==> src/rtl/uart_pkg.sv <==
`default_nettype none
// ============================================================================
// Module   : uart_pkg
// Purpose  : Shared UART definitions: parity modes, RX state encoding and
//            default frame parameters used by uart_rx, uart_tx and baud gen.
// Revision : 1.0  initial release
// ============================================================================
package uart_pkg;

  // Default frame geometry shared by both directions of the UART
  localparam int DBIT_DEF    = 8;
  localparam int SB_TICK_DEF = 16;

  // Parity mode encodings (2'b11 is treated as "none")
  localparam logic [1:0] PAR_NONE = 2'b00;
  localparam logic [1:0] PAR_ODD  = 2'b01;
  localparam logic [1:0] PAR_EVEN = 2'b10;

  // Receiver FSM state encoding
  typedef enum logic [2:0] {
    RX_IDLE   = 3'd0,
    RX_START  = 3'd1,
    RX_DATA   = 3'd2,
    RX_PARITY = 3'd3,
    RX_STOP   = 3'd4
  } rx_state_t;

  // True when the mode carries a parity bit on the line
  function automatic logic parity_enabled(input logic [1:0] mode);
    return (mode == PAR_ODD) || (mode == PAR_EVEN);
  endfunction

endpackage
`default_nettype wire

==> src/rtl/sync_2ff.sv <==
`default_nettype none
// ============================================================================
// Module   : sync_2ff
// Purpose  : Two-flop synchronizer for a single asynchronous input bit.
//            Both flops reset to RST_VAL so an idle line reads correctly
//            straight out of reset.
// Revision : 1.0  initial release
// ============================================================================
module sync_2ff #(
  parameter logic RST_VAL = 1'b1
) (
  input  logic clk,
  input  logic rst,
  input  logic d,
  output logic q
);

  logic meta;

  // Shift the asynchronous input through two flops to settle metastability
  always_ff @(posedge clk) begin
    if (rst) begin
      meta <= RST_VAL;
      q    <= RST_VAL;
    end else begin
      meta <= d;
      q    <= meta;
    end
  end

endmodule
`default_nettype wire

==> src/rtl/uart_rx.sv <==
`default_nettype none
// ============================================================================
// Module   : uart_rx
// Purpose  : UART receiver. Deserializes start, DBIT data bits (LSB first),
//            optional parity and stop bit using a 16x oversampling tick.
//            Each byte is presented on dout with a one-clock rx_done strobe.
// Revision : 1.0  initial release
// ============================================================================
module uart_rx
  import uart_pkg::*;
#(
  parameter int DBIT    = DBIT_DEF,
  parameter int SB_TICK = SB_TICK_DEF
) (
  input  logic            clk,
  input  logic            a_resetn,   // active-high synchronous reset
  input  logic            rx,
  input  logic            b_tick,
  input  logic [1:0]      parity,
  output logic            rx_done,
  output logic [DBIT-1:0] dout,
  output logic            parity_err,
  output logic            frame_err
);

  localparam logic [2:0] ST_IDLE   = 3'(RX_IDLE);
  localparam logic [2:0] ST_START  = 3'(RX_START);
  localparam logic [2:0] ST_DATA   = 3'(RX_DATA);
  localparam logic [2:0] ST_PARITY = 3'(RX_PARITY);
  localparam logic [2:0] ST_STOP   = 3'(RX_STOP);

  localparam logic [3:0] S_MID     = 4'd7;
  localparam logic [3:0] S_LAST    = 4'd15;
  localparam logic [3:0] S_STOP    = 4'(SB_TICK - 1);
  localparam logic [2:0] N_LAST    = 3'(DBIT - 1);

  logic            rx_s;
  logic [2:0]      state;
  logic [3:0]      s;
  logic [2:0]      n;
  logic [DBIT-1:0] b;
  logic [1:0]      pmode;
  logic            acc;       // running XOR of the received data bits
  logic            par_bad;   // parity verdict held until the stop bit

  sync_2ff #(
    .RST_VAL (1'b1)
  ) u_rx_sync (
    .clk (clk),
    .rst (a_resetn),
    .d   (rx),
    .q   (rx_s)
  );

  // Frame FSM: tick counting, bit sampling and result delivery
  always_ff @(posedge clk) begin
    if (a_resetn) begin
      state      <= ST_IDLE;
      s          <= 4'd0;
      n          <= 3'd0;
      b          <= '0;
      pmode      <= PAR_NONE;
      acc        <= 1'b0;
      par_bad    <= 1'b0;
      rx_done    <= 1'b0;
      dout       <= '0;
      parity_err <= 1'b0;
      frame_err  <= 1'b0;
    end else begin
      rx_done <= 1'b0;
      case (state)
        ST_IDLE: begin
          // Start-edge detection does not wait for a tick
          if (!rx_s) begin
            s     <= 4'd0;
            pmode <= parity;
            state <= ST_START;
          end
        end

        ST_START: begin
          if (b_tick) begin
            if (s == S_MID) begin
              if (!rx_s) begin
                s       <= 4'd0;
                n       <= 3'd0;
                acc     <= 1'b0;
                par_bad <= 1'b0;
                state   <= ST_DATA;
              end else begin
                // Line went high again before mid start bit: a glitch
                state <= ST_IDLE;
              end
            end else begin
              s <= s + 4'd1;
            end
          end
        end

        ST_DATA: begin
          if (b_tick) begin
            if (s == S_LAST) begin
              s   <= 4'd0;
              b   <= {rx_s, b[DBIT-1:1]};
              acc <= acc ^ rx_s;
              if (n == N_LAST) begin
                state <= parity_enabled(pmode) ? ST_PARITY : ST_STOP;
              end else begin
                n <= n + 3'd1;
              end
            end else begin
              s <= s + 4'd1;
            end
          end
        end

        ST_PARITY: begin
          if (b_tick) begin
            if (s == S_LAST) begin
              s <= 4'd0;
              // Odd mode wants an odd total of ones, even mode an even one
              if (pmode == PAR_ODD) begin
                par_bad <= ~(acc ^ rx_s);
              end else begin
                par_bad <= acc ^ rx_s;
              end
              state <= ST_STOP;
            end else begin
              s <= s + 4'd1;
            end
          end
        end

        ST_STOP: begin
          if (b_tick) begin
            if (s == S_STOP) begin
              s          <= 4'd0;
              rx_done    <= 1'b1;
              dout       <= b;
              parity_err <= par_bad;
              frame_err  <= ~rx_s;
              state      <= ST_IDLE;
            end else begin
              s <= s + 4'd1;
            end
          end
        end

        default: state <= ST_IDLE;
      endcase
    end
  end

endmodule
`default_nettype wire

==> config.mk <==
export PLATFORM = sky130hd
export DESIGN_NAME = uart_rx
export DESIGN_NICKNAME = d
export VERILOG_FILES = /design/src/rtl/uart_pkg.sv /design/src/rtl/sync_2ff.sv /design/src/rtl/uart_rx.sv
export SDC_FILE = /design/constraint.sdc
export NUM_CORES = 1
export LEC_CHECK = 0
export ABC_CLOCK_PERIOD_IN_PS = 3700
export CORE_ASPECT_RATIO = 1.75
export CORE_MARGIN = 1
export CORE_UTILIZATION = 50
export CTS_CLUSTER_DIAMETER = 40
export DETAILED_ROUTE_END_ITERATION = 10
export GPL_ROUTABILITY_DRIVEN = 0
export HOLD_SLACK_MARGIN = 0.05
export PLACE_DENSITY = 0.78
export SLEW_MARGIN = 20
export SYNTH_ARGS = -nofsm -noshare
export SYNTH_HDL_FRONTEND = slang
export SYNTH_HIERARCHICAL = 1
export SYNTH_SLANG_ARGS = --single-unit
==> constraint.sdc <==
create_clock -name clk -period 3.7 [get_ports clk]
set_input_delay 0.74 -clock clk [delete_from_list [all_inputs] [get_ports clk]]
set_output_delay 0.74 -clock clk [all_outputs]
set_load 0.03 [all_outputs]
[After elaboration in Yosys (flattened, before gate mapping)]
Cells that the tools add are included.
Storage, ports and cells
  register bits: 35
  bits of input ports: 6
  logic and storage cells: 94
Cells by class
  add/subtract/negate cells: 2
  equal/unequal tests: 22
  muxes and demuxes: 37
  bitwise logic cells: 5
  reduce and logical (&&, ||, !) cells: 15
Operator list (count)
  3-bit 2-to-1 mux: 17
  2-bit inequality test, second input constant: 12
  4-bit 2-to-1 mux: 5
  3-bit one-hot mux with 5 select lines: 1
  4-bit one-hot mux with 3 select lines: 1
  6-bit AND reduction: 2
  10-bit AND reduction: 1
  1-bit 2-to-1 mux: 9
  3-bit AND reduction: 3
  7-bit AND reduction: 1
  3-bit by 2-bit equality test with 1-bit output, second input constant: 2
  3-bit equality test, second input constant: 2
  3-bit one-hot mux with 2 select lines: 1
  3-bit OR reduction: 2
  4-bit by 1-bit adder with 4-bit output, second input constant: 1
  4-bit by 3-bit equality test with 1-bit output, second input constant: 1
  4-bit equality test, second input constant: 1
  1-bit NOT: 4
  1-bit one-hot mux with 2 select lines: 2
  2-bit nonzero test: 2
  3-bit by 1-bit adder with 3-bit output, second input constant: 1
  3-bit by 1-bit equality test with 1-bit output, second input constant: 1
  3-bit logical NOT: 1
  3-bit nonzero test: 1
  other kinds (7): 7

[Depth between registers and ports, before layout]
Gate-level depths: netlist of run 1.
  depth after elaboration: 7
  mapped depth: 8
  depth with buffers taken out: 7

[Hierarchy]
Netlist of run 1, hierarchy kept.
By module, submodules not included
  uart_rx: times used 1, cells each 199, area an instance 1681.6 µm², seq. area each 660.6 µm²
  sync_2ff: times used 1, cells each 4, area an instance 52.6 µm², seq. area each 40.0 µm²

[Least setup slack after synthesis of run 1]
No wires, ideal clock.
  path kind: input to register
  start: in b_tick
  end: reg n[0]
  setup time: 0.070 ns
  arrival time: 1.804 ns
  data required time: 3.630 ns
  setup slack: 1.826 ns
  cell stages on the path: 6
  cells stage by stage: buf_2 -> inv_1 -> nor2_1 -> o21ai_2 -> or4_1 -> a21oi_1
On the way
  longest elaborated chain between the ends: 2
Ends and longest elaborated chain
  start, declared: RTL line uart_rx.sv:18  | input logic b_tick,
  2-bit inequality test (no line)
  7-bit AND reduction (no line) *
  end signal, assigned: RTL line uart_rx.sv:109  | n <= n + 3'd1;
  end, declared: RTL line uart_rx.sv:40  | logic [2:0] n;
Mark *: on every way between the ends. The rest lies on a longest branch, timed or not.
A chain may end at the register's enable or synchronous reset.

[Worst setup path in the final report of run 1]
  start: in b_tick
  end: reg acc
On the way
  longest elaborated chain between the ends: 2
Ends and longest elaborated chain
  2-bit inequality test (no line)
  6-bit AND reduction (no line) *
  end signal, assigned: RTL line uart_rx.sv:105  | acc <= acc ^ rx_s;
  end, declared: RTL line uart_rx.sv:43  | logic acc;
Marks and branches as above.

==> results of run 1 <==
## cell usage after synthesis (2+ instances only)
master / number / area, µm²
mux2i_1: 10 / 100
or4_1: 2 / 15.0
and2_1: 2 / 12.5
or2_1: 4 / 25.0
clkbuf_1: 4 / 15.0
nor2b_1: 2 / 12.5
buf_2: 6 / 30.0
o31ai_1: 2 / 15.0
nand3_1: 2 / 10.0
o21ai_0: 6 / 30.0
nor2_1: 21 / 78.8
nor3_2: 2 / 20.0
dfxtp_1: 35 / 701
inv_1: 4 / 15.0
o211ai_1: 3 / 22.5
buf_4: 2 / 15.0
nand2_1: 27 / 101
xnor2_1: 3 / 26.3
buf_1: 2 / 7.51
ha_1: 4 / 50.1
o21ai_2: 2 / 17.5
o2111ai_1: 2 / 17.5
nand2b_1: 4 / 25.0
nor3_1: 2 / 10.0
nand4_1: 2 / 12.5
a21oi_1: 25 / 125
## metrics by stage
step | total power [mW] | hold WS (ns)
after floorplan | 0.507 | 0.385
after global placement | 0.531 | 0.390
after detailed placement | 0.532 | 0.397
after CTS | 0.790 | 0.414
after global routing | 0.826 | 0.438
final | 0.787 | 0.409
## cells by family after synthesis
logic type                 count (synthesis)  synth area share
DFF                                       35             0.404
and+or+nand+nor                           81             0.253
buffers and inverters                     18            0.0476
muxes                                     10            0.0577
xor gates and xnor gates                   3            0.0152
adders and majority gates                  5            0.0354
AOI/OAI and AO/OA                         51             0.187
## critical path, stage by stage
cell and delay [ns]:
clkdlybuf4s50_1 0.63, nand2_1 0.14, nor3_2 0.72, a21oi_1 0.16, a211oi_1 0.24
## placed cells by master, fill, tap and decap left out, types with 2 or more instances in the layout
cell	netlist	layout
nand2_1	27	27
clkbuf_1	4	2
or2_1	4	4
clkdlybuf4s50_1	0	16
nor2b_1	2	2
mux2i_1	10	10
clkbuf_8	0	5
o21ai_2	2	2
nor3_1	2	2
nand3_1	2	2
xnor2_1	3	3
inv_1	4	4
nor2_1	21	21
nand4_1	2	2
o2111ai_1	2	2
nor3_2	2	2
a21oi_1	25	25
o21ai_0	6	6
ha_1	4	4
and2_1	2	2
o31ai_1	2	2
dfxtp_1	35	35
o211ai_1	3	3
or4_1	2	2
nand2b_1	4	4
## how the worst max path moves through the flow
stage | start | slack [ns] | cells past startpoint | endpoint
finish | b_tick | 1.28 | 5 | acc
floorplan | b_tick | 1.83 | 6 | n[0]
CTS | b_tick | 1.26 | 5 | acc
detailed placement | b_tick | 0.98 | 5 | acc
global route | b_tick | 1.07 | 5 | acc
global placement | b_tick | 1.02 | 5 | acc
## cell type report
type / instances / area, µm² / area share
clock buffer: 7 / 76.3 / 0.0387
clock inverter: 1 / 5.00 / 0.00254
inverter: 4 / 15.0 / 0.00761
multi-input combinational: 150 / 951 / 0.482
sequential: 35 / 701 / 0.355
tap: 45 / 56.3 / 0.0286
timing repair buffer: 17 / 168 / 0.0850
## layer usage
| metal | part of all wire | global-route usage | vias up |
|---|---|---|---|
| met5 | 0 | 0 | - |
| met4 | 0.017 | 0.0794 | 0 |
| met3 | 0.020 | 0.0407 | 5 |
| met2 | 0.54 | 0.381 | 19 |
| met1 | 0.42 | 0.256 | 657 |
| li1 | - | - | 734 |
## registers in the layout, indices dropped and copies added, names as in the netlist, 2 cells and up
signal  cells
s           4
state       3
n           3
dout        8
b           8
pmode       2
## power groups by stage
stage	sequential [mW]	combinational [mW]	clock (mW)
final	0.409	0.114	0.264
after detailed placement	0.418	0.114	0
after floorplan	0.402	0.104	0
after CTS	0.409	0.115	0.266
after global routing	0.412	0.130	0.285
after global placement	0.417	0.113	0
==> run_results.csv, run 1 <==
group,metric,value,unit
outcome,status,"finished, final reports clean",
logic_synthesis,yosysSeqAreaShare,0.404,
die,rows,28,
die,initial_core_util,0.521,
die,num_io_pins,17,
critical_path,reg2reg_from,"s[1]",
route,finalWirelength,3400,µm
clock_network,clock_sinks,35,
placement,io_buffers,16,
timing,skew,0.00536,ns
clock_network,holdBufCountCts,0,
logic_synthesis,synthCells,203,
critical_path,cp-start-kind,"input pin",
critical_path,cp.required,3.91,ns
global_routing,grt_usage,0.221,
global_routing,grt_pass1_wl,6020,µm
critical_path,worstSetupPathType,"in2reg",
critical_path,arrival,2.63,ns
placement,place_area,1890,µm²
global_routing,overflow,0,
clock_network,cts-root-buf,"clkbuf_8",
global_routing,antenna_found_initial,0,
clock_network,clockBufferDepth,2,
power,net-switching-power,0.215,mW
logic_synthesis,syn_nets,213,
placement,pre_cts_ws,0.979,ns
clock_network,path_clk_slew,0.07,ns
timing,setup_ws,1.28,ns
power,vdd_ir_drop_max,0.391,mV
route,routedWlPerCell,13.1,µm
logic_synthesis,netlist_area,1730,µm²
power,p_comb_frac,0.145,
global_routing,grt_pass1_vias,1374,
timing,setup_viol,0,
timing,hold_viol,0,
logic_synthesis,synth_edf_count,0,
clock_network,cts_setup_buffers,0,
final_layout,layoutNonFillerInstCount,259,
die,dieArea,3720,µm²
clock_network,cts_tree,"done",
logic_synthesis,yosys_warnings,6,
final_layout,fin_util,0.592,
min_path,hold_end,"u_rx_sync/q",
logic_synthesis,ys_types,49,
die,die_height,79.9,µm
route,via_count,1415,
critical_path,endpoint_kind,"flip-flop",
power,p_int,0.572,mW
logic_synthesis,ys.flop_type,"dfxtp_1",
critical_path,worstRegToRegCells,6,
min_path,holdPathStages,1,
logic_synthesis,syn_avg_cell_area,8.54,µm²
critical_path,crit_fanout,10,
timing,maxSlewHeadroom,0.422,
final_layout,final_area,1970,µm²
min_path,min_from,"u_rx_sync/meta",
final_layout,diodes,0,
power,cellLeakagePower,0.679,nW
clock_network,htree_levels,2,
die,core-area,3330,µm²
final_layout,fill_cells,321,
final_layout,fin_nets,223,
placement,dp_hpwl,2490,µm
timing,fin_setup_tns,0,ns
power,p_seq_frac,0.520,
route,drc_errors,0,
timing,tightestPinTransition,0.862,ns
route,drt_iter0_markers,19,
placement,dp.cells,251,
clock_network,clk-insertion-delay-late,0.28,ns
critical_path,timing.rr.end,"acc",
critical_path,reg2reg_setup_slack,1.36,ns
die,die-width,46.5,µm
min_path,hp-class,"reg2reg",
timing,slew_violations,0,
route,ant_nets,0,
flow_run,cap_violations,0,
power,p_per_area,399,nW/µm²
timing,finalCriticalPeriod,2.42,ns
final_layout,layout-drive-gt1-share,0.0888,
logic_synthesis,ys_seq_elements,35,
clock_network,cts_resized,0,
route,drt_pass1_iterations,4,
timing,rsz0062_at_grt,"no",
timing,clock.fmax,0.414,GHz
power,swShare,0.274,
logic_synthesis,async_reset_ff_frac,0,
final_layout,syn2layout_area_growth,13.7,%
power,clockPowerShare,0.336,
timing,finalCritPeriodShare,0.653,
global_routing,grt_max_degree,26,
route,vias_per_cell,5.46,
clock_network,cts_inserted_buffers,5,
No activity file was read; power rests on OpenSTA's default activity.
==> run 2, diff against run 1 <==
--- a/config.mk
+++ b/config.mk
@@ -5,7 +5,7 @@
 export SDC_FILE = /design/constraint.sdc
 export NUM_CORES = 1
 export LEC_CHECK = 0
-export ABC_CLOCK_PERIOD_IN_PS = 3700
+export ABC_CLOCK_PERIOD_IN_PS = 2100
 export CORE_ASPECT_RATIO = 1.75
 export CORE_MARGIN = 1
 export CORE_UTILIZATION = 50
@@ -13,7 +13,7 @@
 export DETAILED_ROUTE_END_ITERATION = 10
 export GPL_ROUTABILITY_DRIVEN = 0
 export HOLD_SLACK_MARGIN = 0.05
-export PLACE_DENSITY = 0.78
+export PLACE_DENSITY = 0.81
 export SLEW_MARGIN = 20
 export SYNTH_ARGS = -nofsm -noshare
 export SYNTH_HDL_FRONTEND = slang
==> constraint.sdc (replaced) <==
create_clock -name clk -period 2.1 [get_ports clk]
set_input_delay 0.42 -clock clk [delete_from_list [all_inputs] [get_ports clk]]
set_output_delay 0.42 -clock clk [all_outputs]
set_load 0.03 [all_outputs]
==> run 2 against run 1 <==
Compared with the run above: count of clock-buffer cells in the layout did not move; via count rose by 8.4%; cell count rose by 5.4%.
==> run_results.csv, run 2 (synthesis gave the netlist of run 1 again) <==
group,metric,value,unit
power,p_per_area,688,nW/µm²
placement,dp_hpwl,2720,µm
power,vdd_ir_drop_max,0.643,mV
route,routedWlPerCell,13.6,µm
outcome,status,"finished, final reports clean",
clock_network,cts_inserted_buffers,5,
final_layout,layoutNonFillerInstCount,273,
route,drt_pass1_iterations,6,
critical_path,worstSetupPathType,"reg2reg",
final_layout,layout_commonest_cell,"dfxtp_1",
route,vias_per_cell,5.62,
global_routing,antenna_found_initial,0,
global_routing,globalRouteMet1Util,0.261,
critical_path,crit_fanout,4,
critical_path,endpoint_kind,"flip-flop",
die,core-area,3330,µm²
final_layout,fin_util,0.624,
final_layout,diodes,0,
final_layout,layout-drive-gt1-share,0.145,
clock_network,holdBufCountCts,0,
clock_network,cts-root-buf,"clkbuf_8",
power,cellLeakagePower,0.750,nW
final_layout,fin_nets,237,
timing,maxSlewHeadroom,0.648,
final_layout,syn2layout_area_growth,19.8,%
timing,skew,0.00970,ns
clock_network,clk-insertion-delay-late,0.29,ns
route,drt_iter0_markers,62,
timing,rsz0062_at_grt,"no",
flow_run,cap_violations,0,
die,rows,28,
timing,setup_viol,0,
die,die_height,79.9,µm
placement,pre_cts_ws,0.0115,ns
global_routing,grt_use_met2,0.383,
die,dieArea,3720,µm²
placement,place_area,2000,µm²
timing,finalCritPeriodShare,0.911,
clock_network,path_clk_slew,0.07,ns
route,finalWirelength,3720,µm
die,num_io_pins,17,
placement,io_buffers,16,
route,ant_nets,0,
clock_network,cts_resized,0,
final_layout,mostFrequentLayoutCells,"dfxtp_1 (35), nand2_1 (27), a21oi_1 (25)",
critical_path,arrival,2.14,ns
final_layout,fill_cells,287,
timing,finalCriticalPeriod,1.91,ns
global_routing,grt_pass1_vias,1417,
clock_network,cts_setup_buffers,0,
clock_network,clock_sinks,35,
route,via_count,1534,
global_routing,grt.met3_usage,0.0543,
timing,tightestPinTransition,0.528,ns
global_routing,grt_pass1_wl,6370,µm
global_routing,busiest_layer,"met2",
global_routing,grt_max_degree,29,
clock_network,htree_levels,2,
final_layout,final_area,2080,µm²
timing,fin_hold_ws,0.429,ns
min_path,hp-class,"reg2reg",
critical_path,cp-start-kind,"flip-flop",
global_routing,grt_usage,0.236,
timing,clock.fmax,0.523,GHz
timing,setup_ws,0.187,ns
die,initial_core_util,0.521,
timing,slew_violations,0,
final_layout,largest_registers,"b (8), dout (8), s (4)",
critical_path,cp.required,2.32,ns
route,drc_errors,0,
placement,dp.cells,265,
clock_network,cts_tree,"done",
timing,fin_setup_tns,0,ns
die,die-width,46.5,µm
timing,hold_viol,0,
global_routing,overflow,0,
power,power,1.43,mW
clock_network,clockBufferDepth,2,
==> run 2: final timing paths <==
| path | from | to | slack (ns) | cells after the start |
|---|---|---|---|---|
| worst max-delay path | s[0] | n[0] | 0.19 | 6 |
| worst min-delay path | u_rx_sync/meta | u_rx_sync/q | 0.43 | 1 |
| worst max register to register | s[0] | n[0] | 0.19 | 6 |
| worst min register to register | u_rx_sync/meta | u_rx_sync/q | 0.43 | 1 |
==> run 2: power by group <==
group / internal [mW] / switching (mW)
Combinational: 0.121 / 0.124
Sequential: 0.679 / 0.0354
Clock: 0.233 / 0.237
Total: 1.03 / 0.397
==> run 2: area by class of cell <==
type | count | area [µm²] | area share
clock buffers | 7 | 76.3 | 0.0367
clock inverters | 1 | 5.00 | 0.00241
inverters | 4 | 15.0 | 0.00723
multi-input cells | 150 | 951 | 0.458
flip-flops and latches | 35 | 701 | 0.337
well taps | 45 | 56.3 | 0.0271
repair buffers | 31 | 273 | 0.131
==> run 2: critical path, cell delays in order, from the launching register on <==
cell      delay, ns
dfxtp_1        0.38
ha_1           0.31
nand3b_4       0.15
nor4b_4        0.33
o21ai_2        0.13
or4_1          0.41
a21oi_1        0.15
==> run 2: metal layers <==
metal | up-vias | wire, µm
li1 | 765 | -
met1 | 713 | 1510
met2 | 43 | 1940
met3 | 13 | 118
met4 | 0 | 156
met5 | - | 0
